===== config.mk =====
export PLATFORM = sky130hd
export DESIGN_NAME = bus_cycle_ctrl_flat
export DESIGN_NICKNAME = d
export VERILOG_FILES = /design/src/rtl/bus_pkg.sv /design/src/rtl/bus_cycle_ctrl_if.sv /design/src/rtl/bus_addr_decode.sv /design/src/rtl/bus_cycle_ctrl.sv /design/src/flat_wrapper.sv
export SDC_FILE = /design/constraint.sdc
export NUM_CORES = 1
export LEC_CHECK = 0
export BUFFER_PORTS_ARGS = -buffer_cell sky130_fd_sc_hd__buf_2
export CAP_MARGIN = 20
export CORE_ASPECT_RATIO = 1.2
export CORE_MARGIN = 5
export CORE_UTILIZATION = 33
export DETAILED_ROUTE_END_ITERATION = 10
export MAX_ROUTING_LAYER = met4
export PLACE_DENSITY = 0.62
export SLEW_MARGIN = 5
export SYNTH_ARGS = -nofsm -noshare
export SYNTH_HDL_FRONTEND = slang
export SYNTH_SLANG_ARGS = --single-unit

===== constraint.sdc =====
create_clock -name clk -period 2.72 [get_ports clk]
set_input_delay 0.272 -clock clk [delete_from_list [all_inputs] [get_ports clk]]
set_output_delay 0.272 -clock clk [all_outputs]
set_load 0.01 [all_outputs]

===== src/rtl/bus_pkg.sv =====
// rtl/bus_pkg.sv - shared state encoding, 6502 address map and select decode.
package bus_pkg;

   typedef enum logic [1:0] {RST, PH1, PH2, STRETCH} bus_state_e;

   // Bit positions inside the one-hot select vector {ram, acia, via, rom}
   localparam int SEL_RAM  = 3;
   localparam int SEL_ACIA = 2;
   localparam int SEL_VIA  = 1;
   localparam int SEL_ROM  = 0;

   localparam logic [15:0] RAM_BASE  = 16'h0000;
   localparam logic [15:0] RAM_MASK  = 16'h8000;
   localparam logic [15:0] ACIA_BASE = 16'h8000;
   localparam logic [15:0] ACIA_SIZE = 16'd4;
   localparam logic [15:0] VIA_BASE  = 16'h8010;
   localparam logic [15:0] VIA_SIZE  = 16'd16;
   localparam logic [15:0] ROM_BASE  = 16'hC000;

   function automatic logic [3:0] bus_decode(input logic [15:0] addr);
      logic [3:0] sel;
      sel           = '0;
      sel[SEL_RAM]  = (addr & RAM_MASK) == RAM_BASE;
      sel[SEL_ACIA] = (addr >= ACIA_BASE) && (addr < ACIA_BASE + ACIA_SIZE);
      sel[SEL_VIA]  = (addr >= VIA_BASE) && (addr < VIA_BASE + VIA_SIZE);
      sel[SEL_ROM]  = addr >= ROM_BASE;
      return sel;
   endfunction

endpackage


===== src/rtl/bus_cycle_ctrl_if.sv =====
// rtl/bus_cycle_ctrl_if.sv - CPU-side bus signals between the 6502 core and the cycle sequencer.
interface bus_cycle_ctrl_if;
   logic [15:0] cpu_addr;
   logic        cpu_rwb;
   logic        cpu_clken;
   logic        phi2;
   logic        cpu_reset;
   logic        ram_cs;
   logic        acia_cs;
   logic        via_cs;
   logic        rom_cs;
   logic        wr_stb;

   modport master (
      output cpu_addr, cpu_rwb,
      input  cpu_clken, phi2, cpu_reset, ram_cs, acia_cs, via_cs, rom_cs, wr_stb
   );

   modport slave (
      input  cpu_addr, cpu_rwb,
      output cpu_clken, phi2, cpu_reset, ram_cs, acia_cs, via_cs, rom_cs, wr_stb
   );
endinterface


===== src/rtl/bus_addr_decode.sv =====
// rtl/bus_addr_decode.sv - combinational CPU address to one-hot {ram, acia, via, rom} select.
module bus_addr_decode
   import bus_pkg::*;
(
   input  logic [15:0] addr,
   output logic [3:0]  sel
);
   assign sel = bus_decode(addr);
endmodule


===== src/rtl/bus_cycle_ctrl.sv =====
// rtl/bus_cycle_ctrl.sv - 6502 bus cycle sequencer: phi2/clken generation, reset hold,
// registered chip selects and phi2 stretch for ACIA/VIA cycles.
module bus_cycle_ctrl
   import bus_pkg::*;
#(
   parameter int CLKEN_BITS   = 3,
   parameter int IO_WAIT      = 2,
   parameter int RESET_CYCLES = 4
)(
   input  logic           clk,
   input  logic           resb,
   bus_cycle_ctrl_if.slave bus
);
   localparam int              HALF       = 1 << (CLKEN_BITS - 1);
   localparam int              CW         = (CLKEN_BITS > 1) ? CLKEN_BITS - 1 : 1;
   localparam logic [CW-1:0]   HALF_M1    = CW'(HALF - 1);
   localparam logic [3:0]      WAIT_INIT  = (IO_WAIT > 0) ? 4'(IO_WAIT - 1) : 4'd0;
   localparam logic [7:0]      RC_M1      = 8'(RESET_CYCLES - 1);
   localparam bit              STRETCH_EN = (IO_WAIT > 0);

   bus_state_e    state_q, state_d;
   logic [CW-1:0] cnt_q, cnt_d;
   logic [3:0]    wait_q, wait_d;
   logic [7:0]    rst_cnt_q, rst_cnt_d;
   logic          phi2_q, phi2_d;
   logic          clken_q, clken_d;
   logic          cpu_reset_q, cpu_reset_d;
   logic          rwb_q, rwb_d;
   logic [3:0]    sel_q, sel_d;
   logic [3:0]    dec_sel;
   logic          half_end;
   logic          io_d;

   bus_addr_decode u_decode (
      .addr (bus.cpu_addr),
      .sel  (dec_sel)
   );

   always_ff @(posedge clk or negedge resb) begin
      if (!resb) begin
         state_q     <= RST;
         cnt_q       <= '0;
         wait_q      <= '0;
         rst_cnt_q   <= '0;
         phi2_q      <= 1'b0;
         clken_q     <= 1'b0;
         cpu_reset_q <= 1'b1;
         rwb_q       <= 1'b1;
         sel_q       <= '0;
      end else begin
         state_q     <= state_d;
         cnt_q       <= cnt_d;
         wait_q      <= wait_d;
         rst_cnt_q   <= rst_cnt_d;
         phi2_q      <= phi2_d;
         clken_q     <= clken_d;
         cpu_reset_q <= cpu_reset_d;
         rwb_q       <= rwb_d;
         sel_q       <= sel_d;
      end
   end

   always_comb begin
      state_d     = state_q;
      cnt_d       = cnt_q + 1'b1;
      wait_d      = wait_q;
      rst_cnt_d   = rst_cnt_q;
      phi2_d      = phi2_q;
      cpu_reset_d = cpu_reset_q;
      rwb_d       = rwb_q;
      sel_d       = sel_q;
      half_end    = (cnt_q == HALF_M1);

      case (state_q)
         RST: begin
            if (half_end) begin
               cnt_d  = '0;
               phi2_d = !phi2_q;
               // End of the phi2-high half is the end of a CPU cycle in reset
               if (phi2_q) begin
                  rst_cnt_d = rst_cnt_q + 8'd1;
                  if (rst_cnt_q == RC_M1) begin
                     state_d     = PH1;
                     cpu_reset_d = 1'b0;
                     rst_cnt_d   = '0;
                  end
               end
            end
         end
         PH1: begin
            if (half_end) begin
               cnt_d   = '0;
               phi2_d  = 1'b1;
               state_d = PH2;
               sel_d   = dec_sel;
               rwb_d   = bus.cpu_rwb;
            end
         end
         PH2: begin
            if (half_end) begin
               cnt_d = '0;
               if (STRETCH_EN && (sel_q[SEL_ACIA] || sel_q[SEL_VIA])) begin
                  state_d = STRETCH;
                  wait_d  = WAIT_INIT;
               end else begin
                  state_d = PH1;
                  phi2_d  = 1'b0;
                  sel_d   = '0;
               end
            end
         end
         STRETCH: begin
            cnt_d = cnt_q;
            if (wait_q == 4'd0) begin
               state_d = PH1;
               phi2_d  = 1'b0;
               sel_d   = '0;
            end else begin
               wait_d = wait_q - 4'd1;
            end
         end
         default: state_d = RST;
      endcase

      // cpu_clken is registered, so it is raised when the next clk is the cycle's last
      io_d    = sel_d[SEL_ACIA] || sel_d[SEL_VIA];
      clken_d = ((((state_d == PH2) && !(io_d && STRETCH_EN)) || ((state_d == RST) && phi2_d))
                 && (cnt_d == HALF_M1))
                || ((state_d == STRETCH) && (wait_d == 4'd0));
   end

   assign bus.cpu_clken = clken_q;
   assign bus.phi2      = phi2_q;
   assign bus.cpu_reset = cpu_reset_q;
   assign bus.ram_cs    = sel_q[SEL_RAM];
   assign bus.acia_cs   = sel_q[SEL_ACIA];
   assign bus.via_cs    = sel_q[SEL_VIA];
   assign bus.rom_cs    = sel_q[SEL_ROM];
   assign bus.wr_stb    = !rwb_q && phi2_q && (|sel_q);

endmodule


===== src/flat_wrapper.sv =====
// flat-port wrapper written by rule: the top's interface ports become plain ports
module bus_cycle_ctrl_flat import bus_pkg::*;
#(
   parameter int CLKEN_BITS   = 3,
   parameter int IO_WAIT      = 2,
   parameter int RESET_CYCLES = 4
)
  (clk, resb, bus_cpu_addr, bus_cpu_rwb, bus_cpu_clken, bus_phi2, bus_cpu_reset, bus_ram_cs, bus_acia_cs, bus_via_cs, bus_rom_cs, bus_wr_stb);
  bus_cycle_ctrl_if bus_i ();
  input  logic clk;
  input  logic resb;
  input wire logic [$bits(bus_i.cpu_addr)-1:0] bus_cpu_addr;
  input wire logic [$bits(bus_i.cpu_rwb)-1:0] bus_cpu_rwb;
  output wire logic [$bits(bus_i.cpu_clken)-1:0] bus_cpu_clken;
  output wire logic [$bits(bus_i.phi2)-1:0] bus_phi2;
  output wire logic [$bits(bus_i.cpu_reset)-1:0] bus_cpu_reset;
  output wire logic [$bits(bus_i.ram_cs)-1:0] bus_ram_cs;
  output wire logic [$bits(bus_i.acia_cs)-1:0] bus_acia_cs;
  output wire logic [$bits(bus_i.via_cs)-1:0] bus_via_cs;
  output wire logic [$bits(bus_i.rom_cs)-1:0] bus_rom_cs;
  output wire logic [$bits(bus_i.wr_stb)-1:0] bus_wr_stb;
  assign bus_i.cpu_addr = bus_cpu_addr;
  assign bus_i.cpu_rwb = bus_cpu_rwb;
  assign bus_cpu_clken = bus_i.cpu_clken;
  assign bus_phi2 = bus_i.phi2;
  assign bus_cpu_reset = bus_i.cpu_reset;
  assign bus_ram_cs = bus_i.ram_cs;
  assign bus_acia_cs = bus_i.acia_cs;
  assign bus_via_cs = bus_i.via_cs;
  assign bus_rom_cs = bus_i.rom_cs;
  assign bus_wr_stb = bus_i.wr_stb;
  bus_cycle_ctrl #(.CLKEN_BITS(CLKEN_BITS), .IO_WAIT(IO_WAIT), .RESET_CYCLES(RESET_CYCLES)) u_core (.clk(clk), .resb(resb), .bus(bus_i));
endmodule

Word-level counts from Yosys, hierarchy flattened
Index checks and enable logic that the tools add are counted.
- word-level logic and storage cells: 83
- memory bits (read-only): 0
- bits in registers: 24
- memories kept: 0
- bits in writable memories: 0
- bits in latches: 0
- bits of input ports: 19
- divide/modulo/power cells: 0
- $lt $le $gt $ge: 5
- muxes and demuxes: 26
- shift operators: 0
- multipliers: 0
- equality and inequality tests: 12
- bitwise operators: 0
- reductions and logical operators: 27
- add/subtract/negate cells: 3
- operators with widths (kind ; number):
    $ge 16x16->1 const B ; 3
    $lt 16x16->1 const B ; 2
    $mux 4 ; 7
    $logic_not 16->1 ; 1
    $mux 2 ; 8
    $eq 2x2->1 const B ; 6
    $pmux 4 s3 ; 1
    $add 8x1->8 const B ; 1
    $eq 8x2->1 const B ; 1
    $logic_and 1x1->1 ; 8
    $logic_not 4->1 ; 2
    $mux 8 ; 1
    $pmux 2 s4 ; 1
    $pmux 4 s2 ; 1
    $ne 2x1->1 const B ; 3
    $mux 1 ; 5
    $reduce_and 5->1 ; 1
    $logic_not 2->1 ; 2
    $logic_or 1x1->1 ; 4
    $pmux 1 s4 ; 1
    $pmux 2 s2 ; 1
    $reduce_and 4->1 ; 1
    $reduce_or 4->1 ; 1
    $sub 4x1->4 const B ; 1
    other kinds (8) ; 10

Logic depth before layout (Yosys ltp)
Gate-level depths: netlist of the first run.
- word-level depth: 10
- mapped depth: 9
- depth with buffers taken out: 8

Hierarchy
Synthesis of the first run repeated with hierarchy kept, for this count alone.
- cells, all modules: 143
- area, all modules: 1398.8 µm²
- modules (own cells, without submodules) (module ; seq. area each (µm²) ; instances ; area an instance (µm²) ; cells an instance):
    bus_cycle_ctrl ; 603.1 ; 1 ; 1333.8 ; 135
    bus_addr_decode ; 0.0 ; 1 ; 65.1 ; 8

Worst setup path before layout of the first run
Ideal clock, no wire load.
- path kind: register to register
- start point: register u_core.wait_q[0]
- end point: register u_core.clken_q, in the netlist u_core.bus.cpu_clken
- path buffers: 0
- data arrival time: 1.601 ns
- path slack: 0.998 ns
- data required time: 2.599 ns
- cell stages (with the launch flop): 7
- cells stage by stage: dfrtp_1 inv_1 ha_1 nor3b_4 o21ai_1 a32o_1 a32o_2
- word-level cells in the longest chain between the ends: 9
- elaborated cells between the ends (all ways): 24
- classes of those cells: add/sub (1); eq/ne (2); mux (10); reduce/logical (11)
- ends and longest elaborated chain (item ; line ; text):
    start, declared ; bus_cycle_ctrl.sv:23 ; logic [3:0] wait_q, wait_d;
    start signal, assigned ; bus_cycle_ctrl.sv:53 ; wait_q <= wait_d;
    branches (longest 8 deep; another with $sub 4x1->4) ; - ;
    $logic_or 1x1->1 * ; bus_cycle_ctrl.sv:129 ; || ((state_d == STRETCH) && (wait_d == 4'd0));
    net u_core.clken_d ; bus_cycle_ctrl.sv:26 ; logic clken_q, clken_d;
    end signal, assigned ; bus_cycle_ctrl.sv:56 ; clken_q <= clken_d;
    end, declared ; bus_cycle_ctrl.sv:26 ;
Mark *: on every way through the listed nets, which the timed path passes. The select of a mux whose other input is x is not followed.
A chain may end at the register's enable or synchronous reset.

Final worst setup path of the first run
- start point: register u_core.cnt_q[0]
- end point: register u_core.clken_q, in the netlist u_core.bus.cpu_clken
- word-level cells in the longest chain between the ends: 9
- elaborated cells between the ends (all ways): 30
- classes of those cells: add/sub (1); eq/ne (4); mux (15); reduce/logical (10)
- ends and longest elaborated chain (item ; line ; text):
    start, declared ; bus_cycle_ctrl.sv:22 ; logic [CW-1:0] cnt_q, cnt_d;
    start signal, assigned ; bus_cycle_ctrl.sv:52 ; cnt_q <= cnt_d;
    branches (longest 8 deep; another with $add 2x1->2) ; - ;
    $logic_or 1x1->1 * ; bus_cycle_ctrl.sv:129 ;
    net u_core.clken_d ; bus_cycle_ctrl.sv:26 ;
Marks and branches as above.

==> impl_metrics.tcl, run 1 <==
set metrics [dict create \
    post_drt_wl_per_cell_um 12.2 \
    worstPathRequired_ns 2.88 \
    fp.dieArea_um2 5810 \
    dp.final_hpwl_um 2180 \
    grt_max_degree 25 \
    critPathArrivalTime_ns 2.13 \
    swShare_pct 28.8 \
    cts_tree "yes" \
    yosysTopAreaCell "dfrtp_1" \
    dr.pass1.iters 4 \
    p_seq_share_pct 48.6 \
    maxSlewViolCount 0 \
    hold_depth 2 \
    clockPowerShare_pct 29.1 \
    multi_input_area_um2 767 \
    netlist_area_um2 1450 \
    leakagePower_nw 0.765 \
    synth_edf_count 0 \
    drive_above_1_share_pct 21.7 \
    ys_ff_latch 24 \
    grt_pass1_vias 1041 \
    p_int_mw 0.587 \
    fin_crit_sh_pct 72.4 \
    critPathCaptureType "flip-flop" \
    clock_latency_ns 0.26 \
    cp-start-kind "flip-flop" \
    p_comb_share_pct 22.3 \
    seqCellArea_um2 603 \
    netlist_instances 157 \
    seq_area_frac_synth_pct 41.7 \
    p_sw_mw 0.237 \
    vias_per_cell 4.99 \
    start_util_pct 33.9 \
    drv_cap 0 \
    place.port_buffers 24 \
    chipWidth_um 70.4 \
    cts.sink_count 24 \
    synth_common_cells "22 x dfrtp_1, 19 x nand2_1, 12 x nor2_1, 9 x a21oi_1, 8 x nor3_1" \
    post_synth.cell_area_avg_um2 9.21 \
    drtAntennaViolNets 0 \
    period_needed_ns 1.97 \
    htree_levels 1 \
    hold_viol 0 \
    grt_use_total_pct 10.2 \
    nNetsFinal 205 \
    grt_pass1_wl_um 4690 \
    rsz0062_at_grt "false" \
    grt-ovfl-total 0 \
    relSlewSlack_pct 64.1 \
    drt_iter0_drc 45 \
    netlist.area_leader.share_pct 38.1 \
    clkTransAtPathRegs_ns 0.08 \
    cts_buffers 3 \
    cts_hold_buf 1 \
    core_um2 4260 \
    power.density_nw_per_um2 497 \
    max_slew.worst_pin.slew_ns 0.539 \
    antenna_found_initial 0 \
    r2r_cells 8 \
    die_height_um 82.5 \
    crit_type "flip-flop to flip-flop" \
    fmax_ghz 0.508 \
    routabilityCongestion 0.743 \
    route.detailed.drc 0 \
    min_path_type "input pin to flip-flop" \
    synthArstFlopShare_pct 100 \
    yosysUniqueCellTypes 49 \
    cts-resized-gates 0 \
    clockBufferDepth 2 \
    n_antenna_cell 0 \
    clockRootBuffer "clkbuf_8" \
    io_pins 27 \
    finalSetupViolCount 0 \
    syn_nets 181 \
    tns_ns 0 \
    skew_ns 0.000662 \
    synth_area_leaders "dfrtp_1 38%, nand2_1 4.9%, ha_1 4.3%, dfstp_2 3.6%, a21oi_1 3.1%" \
    synth_ff_type "dfrtp_1" \
    critical_path.max_fanout 11 \
    wirelength_um 2870 \
    peakVddDrop_mv 0.163 \
    cts_setup_buffers 0 \
    yosys.cell_count.top_type "dfrtp_1" \
    rows 26 \
    area_growth_syn_to_layout_pct 14.7 \
    ys.warnings.count 0 \
    fillers 445 \
    status "complete, no violations" \
    vias 1177 \
    total_power_mw 0.824 \
]
## layout by cell type (no fill, tap or decap), drive strengths merged, types with 7 or more instances in the layout
cell type  Yosys  final
buf            6     25
dfrtp         22     22
nand2         19     19
nor2          12     12
a21oi         10     10
nor3           9      9
o21ai          8      8
inv            7      7
## path summary, 6_finish.rpt
kind | from | to | slack (ns)
max | u_core.cnt_q[0]$_DFF_PN0_ | u_core.bus.cpu_clken$_DFF_PN0_ | 0.75
min in group asynchronous | resb | u_core.rst_cnt_q[3]$_DFFE_PN0P_ | 0.51
max in group asynchronous | resb | u_core.bus.cpu_reset$_DFFE_PN1P_ | 1.84
max reg2reg | u_core.cnt_q[0]$_DFF_PN0_ | u_core.bus.cpu_clken$_DFF_PN0_ | 0.75
min reg2reg | u_core.bus.cpu_reset$_DFFE_PN1P_ | u_core.bus.cpu_reset$_DFFE_PN1P_ | 0.44
min | bus_cpu_rwb | u_core.rwb_q$_DFFE_PN1P_ | 0.23
## power by group through the flow
stage | registers (mW) | logic, mW | clock network, mW
4_1_cts | 0.401 | 0.186 | 0.248
3_3_place_gp | 0.408 | 0.183 | 0
3_5_place_dp | 0.408 | 0.184 | 0
5_1_grt | 0.405 | 0.205 | 0.260
6_report | 0.401 | 0.183 | 0.240
2_1_floorplan | 0.398 | 0.148 | 0
## through the flow
stage	setup WS (ns)	area, um^2	utilization [%]	instances	hold slack (ns)
finish	0.751	1660	38.9	236	0.226
global route	0.623	1660	38.9	236	0.225
CTS	0.749	1660	38.9	236	0.218
detailed placement	0.769	1590	37.4	231	0.290
global placement	0.777	1590	37.4	231	0.288
floorplan	0.998	1450	-	157	-0.0236
## cells by family (layout without fill, tap and decap cells)
group,after synthesis,count (layout),share of synthesized area [%]
simple gates,67,67,25.1
compound gates,40,40,19.1
flops,24,24,41.7
buf+inv,14,37,5.28
fa+ha+maj,5,5,4.33
xor+xnor,5,5,3.03
mux,2,2,1.47
## worst max-delay path, stage by stage (launching register included)
cell and delay [ns]:
dfrtp_1 0.39, ha_1 0.41, inv_2 0.11, ha_1 0.30, nand2b_1 0.07, a21oi_1 0.06, a21oi_1 0.19, mux2i_1 0.10
a32o_2 0.22
## flip-flops by register name, summed over array words and instances, names as in the netlist
signal and count:
u_core.wait_q 4, u_core.bus.phi2 1, u_core.state_q 2, u_core.rwb_q 1, u_core.sel_q 4, u_core.cnt_q 2
u_core.bus.cpu_reset 1, u_core.bus.cpu_clken 1, u_core.rst_cnt_q 8
## layer usage
metal / wire, um / track usage [%] / part of all wire, %
met5: 0 / - / 0
met4: 44 / 4.02 / 1.5
met3: 43 / 1.21 / 1.5
met2: 1450 / 16.1 / 51
met1: 1330 / 13.5 / 46
## cell type report
class                      count  area share [%]
sequential                    24            36.3
clock buffer                   4            3.32
timing repair buffer          26            8.30
tap                           56            4.22
inverter                       7            1.58
multi-input combinational    119            46.2
(Power assumes the default switching activity.)
==> run 2, diff against run 1 <==
--- a/config.mk
+++ b/config.mk
@@ -12,7 +12,7 @@
 export CORE_UTILIZATION = 33
 export DETAILED_ROUTE_END_ITERATION = 10
 export MAX_ROUTING_LAYER = met4
-export PLACE_DENSITY = 0.62
+export PLACE_DENSITY = 0.64
 export SLEW_MARGIN = 5
 export SYNTH_ARGS = -nofsm -noshare
 export SYNTH_HDL_FRONTEND = slang
==> constraint.sdc (replaced) <==
create_clock -name clk -period 1.8 [get_ports clk]
set_input_delay 0.18 -clock clk [delete_from_list [all_inputs] [get_ports clk]]
set_output_delay 0.18 -clock clk [all_outputs]
set_load 0.01 [all_outputs]
==> run 2 against run 1 <==
Net effect:
- sequential share of layout area decreased by 2.0 points
- combinational power increased by 96%
- global-route usage increased by 1.9 points
- first-iteration DRC count increased by 4.4%
- count of clock-buffer cells in the layout decreased by 1
- power increased by 53%
- critical path type unchanged
- routed wire length increased by 10%
- highest routed layer unchanged
- via count increased by 5.5%
- worst setup slack got worse by 0.65 ns
- register-to-register slack got worse by 0.65 ns
- core utilization increased by 2.3 points
- maximum frequency increased by 16%
==> impl_metrics.tcl, run 2 (synthesis results as in run 1) <==
set metrics [dict create \
    tns_ns 0 \
    rsz0062_at_grt "false" \
    drive_above_1_share_pct 28.0 \
    fin_crit_sh_pct 94.2 \
    clockBufferDepth 2 \
    skew_ns 0.00574 \
    routabilityCongestion 0.731 \
    vias_per_cell 4.99 \
    clkTransAtPathRegs_ns 0.08 \
    finalSetupViolCount 0 \
    chipWidth_um 70.4 \
    cp-start-kind "flip-flop" \
    cts.sink_count 24 \
    maxSlewViolCount 0 \
    io_pins 27 \
    antenna_found_initial 0 \
    critPathCaptureType "flip-flop" \
    period_needed_ns 1.69 \
    critPathArrivalTime_ns 1.86 \
    grt_pass1_vias 1228 \
    layout.cells.non_filler 249 \
    worstPathRequired_ns 1.96 \
    cts_buffers 3 \
    leakagePower_nw 0.826 \
    grt-ovfl-total 0 \
    drtAntennaViolNets 0 \
    wirelength_um 3170 \
    start_util_pct 33.9 \
    dp.final_hpwl_um 2390 \
    drv_cap 0 \
    place.port_buffers 24 \
    top_register "u_core.rst_cnt_q" \
    core_um2 4260 \
    drt_iter0_drc 47 \
    power.density_nw_per_um2 718 \
    relSlewSlack_pct 63.3 \
    final_common_cell "buf_2" \
    hold_viol 0 \
    min_path_type "input pin to flip-flop" \
    startpoint "u_core.cnt_q[0]$_DFF_PN0_" \
    clockRootBuffer "clkbuf_8" \
    critical_path.max_fanout 4 \
    nNetsFinal 219 \
    n_antenna_cell 0 \
    fp.dieArea_um2 5810 \
    max_slew.worst_pin.slew_ns 0.550 \
    status "complete, no violations" \
    largest_reg_flops 8 \
    route.detailed.drc 0 \
    rows 26 \
    grt_max_degree 25 \
    htree_levels 1 \
    clock_latency_ns 0.27 \
    post_drt_wl_per_cell_um 12.7 \
    vias 1242 \
    cts_tree "yes" \
    fmax_ghz 0.590 \
    grt_pass1_wl_um 5450 \
    reg_top3 "u_core.rst_cnt_q: 8 flops, u_core.sel_q: 4 flops, u_core.wait_q: 4 flops" \
    cp-endpoint "u_core.bus.cpu_clken$_DFF_PN0_" \
    worst-r2r-setup-slack_ns 0.11 \
    peakVddDrop_mv 0.486 \
    mostFrequentLayoutCells "24 x buf_2, 22 x dfrtp_1, 19 x nand2_1, 15 x buf_4, 12 x nor2_1" \
    placed_cells 243 \
    crit_type "flip-flop to flip-flop" \
    area_growth_syn_to_layout_pct 21.5 \
    die_height_um 82.5 \
    r2r-start "u_core.cnt_q[0]$_DFF_PN0_" \
    r2r-end "u_core.bus.cpu_clken$_DFF_PN0_" \
    r2r_cells 8 \
    dr.pass1.iters 3 \
    grt_use_total_pct 12.1 \
]
-- run 2: area by class of cell --
type	instances	area [um^2]
clock buffer	3	41.3
timing repair buffer	40	243
fill	457	2500
inverter	7	26.3
multi-input combinational	119	774
tap	56	70.1
sequential	24	603
-- run 2: worst min path at each step --
| stage | startpoint | to | slack [ns] | cells after the start |
|---|---|---|---|---|
| final | bus_cpu_rwb | u_core.rwb_q$_DFFE_PN1P_ | 0.12 | 2 |
| after global routing | bus_cpu_rwb | u_core.rwb_q$_DFFE_PN1P_ | 0.13 | 2 |
| after CTS | bus_cpu_rwb | u_core.rwb_q$_DFFE_PN1P_ | 0.12 | 2 |
| after detailed placement | resb | u_core.rst_cnt_q[4]$_DFFE_PN0P_ | 0.21 | 1 |
| after global placement | resb | u_core.rst_cnt_q[4]$_DFFE_PN0P_ | 0.21 | 1 |
| after floorplan | resb | u_core.bus.cpu_clken$_DFF_PN0_ | -0.12 | 0 |
-- run 2: metal layers --
layer / track usage (%) / part of all wire (%)
met5: - / 0
met4: 4.02 / 0.91
met3: 2.66 / 2.2
met2: 20.3 / 51
met1: 14.6 / 46
-- run 2: power by group --
part,switching (mW),internal [mW]
Sequential,0.0222,0.566
Clock,0.167,0.150
Combinational,0.189,0.169
Total,0.378,0.884
-- run 2: critical path, stage by stage (launching register included) --
cell,delay (ns)
dfrtp_1,0.40
ha_2,0.23
inv_2,0.07
ha_1,0.29
nand2b_1,0.07
a21oi_1,0.06
a21oi_1,0.15
mux2i_1,0.10
a32o_2,0.22
-- run 2: repair_timing --
item                                    in CTS  in global routing
endpoints found under the setup margin       0                  4
resized for setup                            0                  2
hold buffers                                 1                  0
buffers inserted                             0                  2
endpoints found under the hold margin       22                  0
-- run 2: metrics by stage --
stage               total power [mW]  worst slack, ns  hold slack [ns]  instance area (um^2)  util (%)
global placement               0.941           0.0935            0.207                  1680      39.5
global route                    1.35           0.0185            0.127                  1760      41.3
CTS                             1.27           0.0528            0.120                  1740      40.7
floorplan                      0.825           0.0777           -0.116                  1450         -
detailed placement             0.948           0.0735            0.209                  1680      39.5
finish                          1.26            0.105            0.124                  1760      41.3
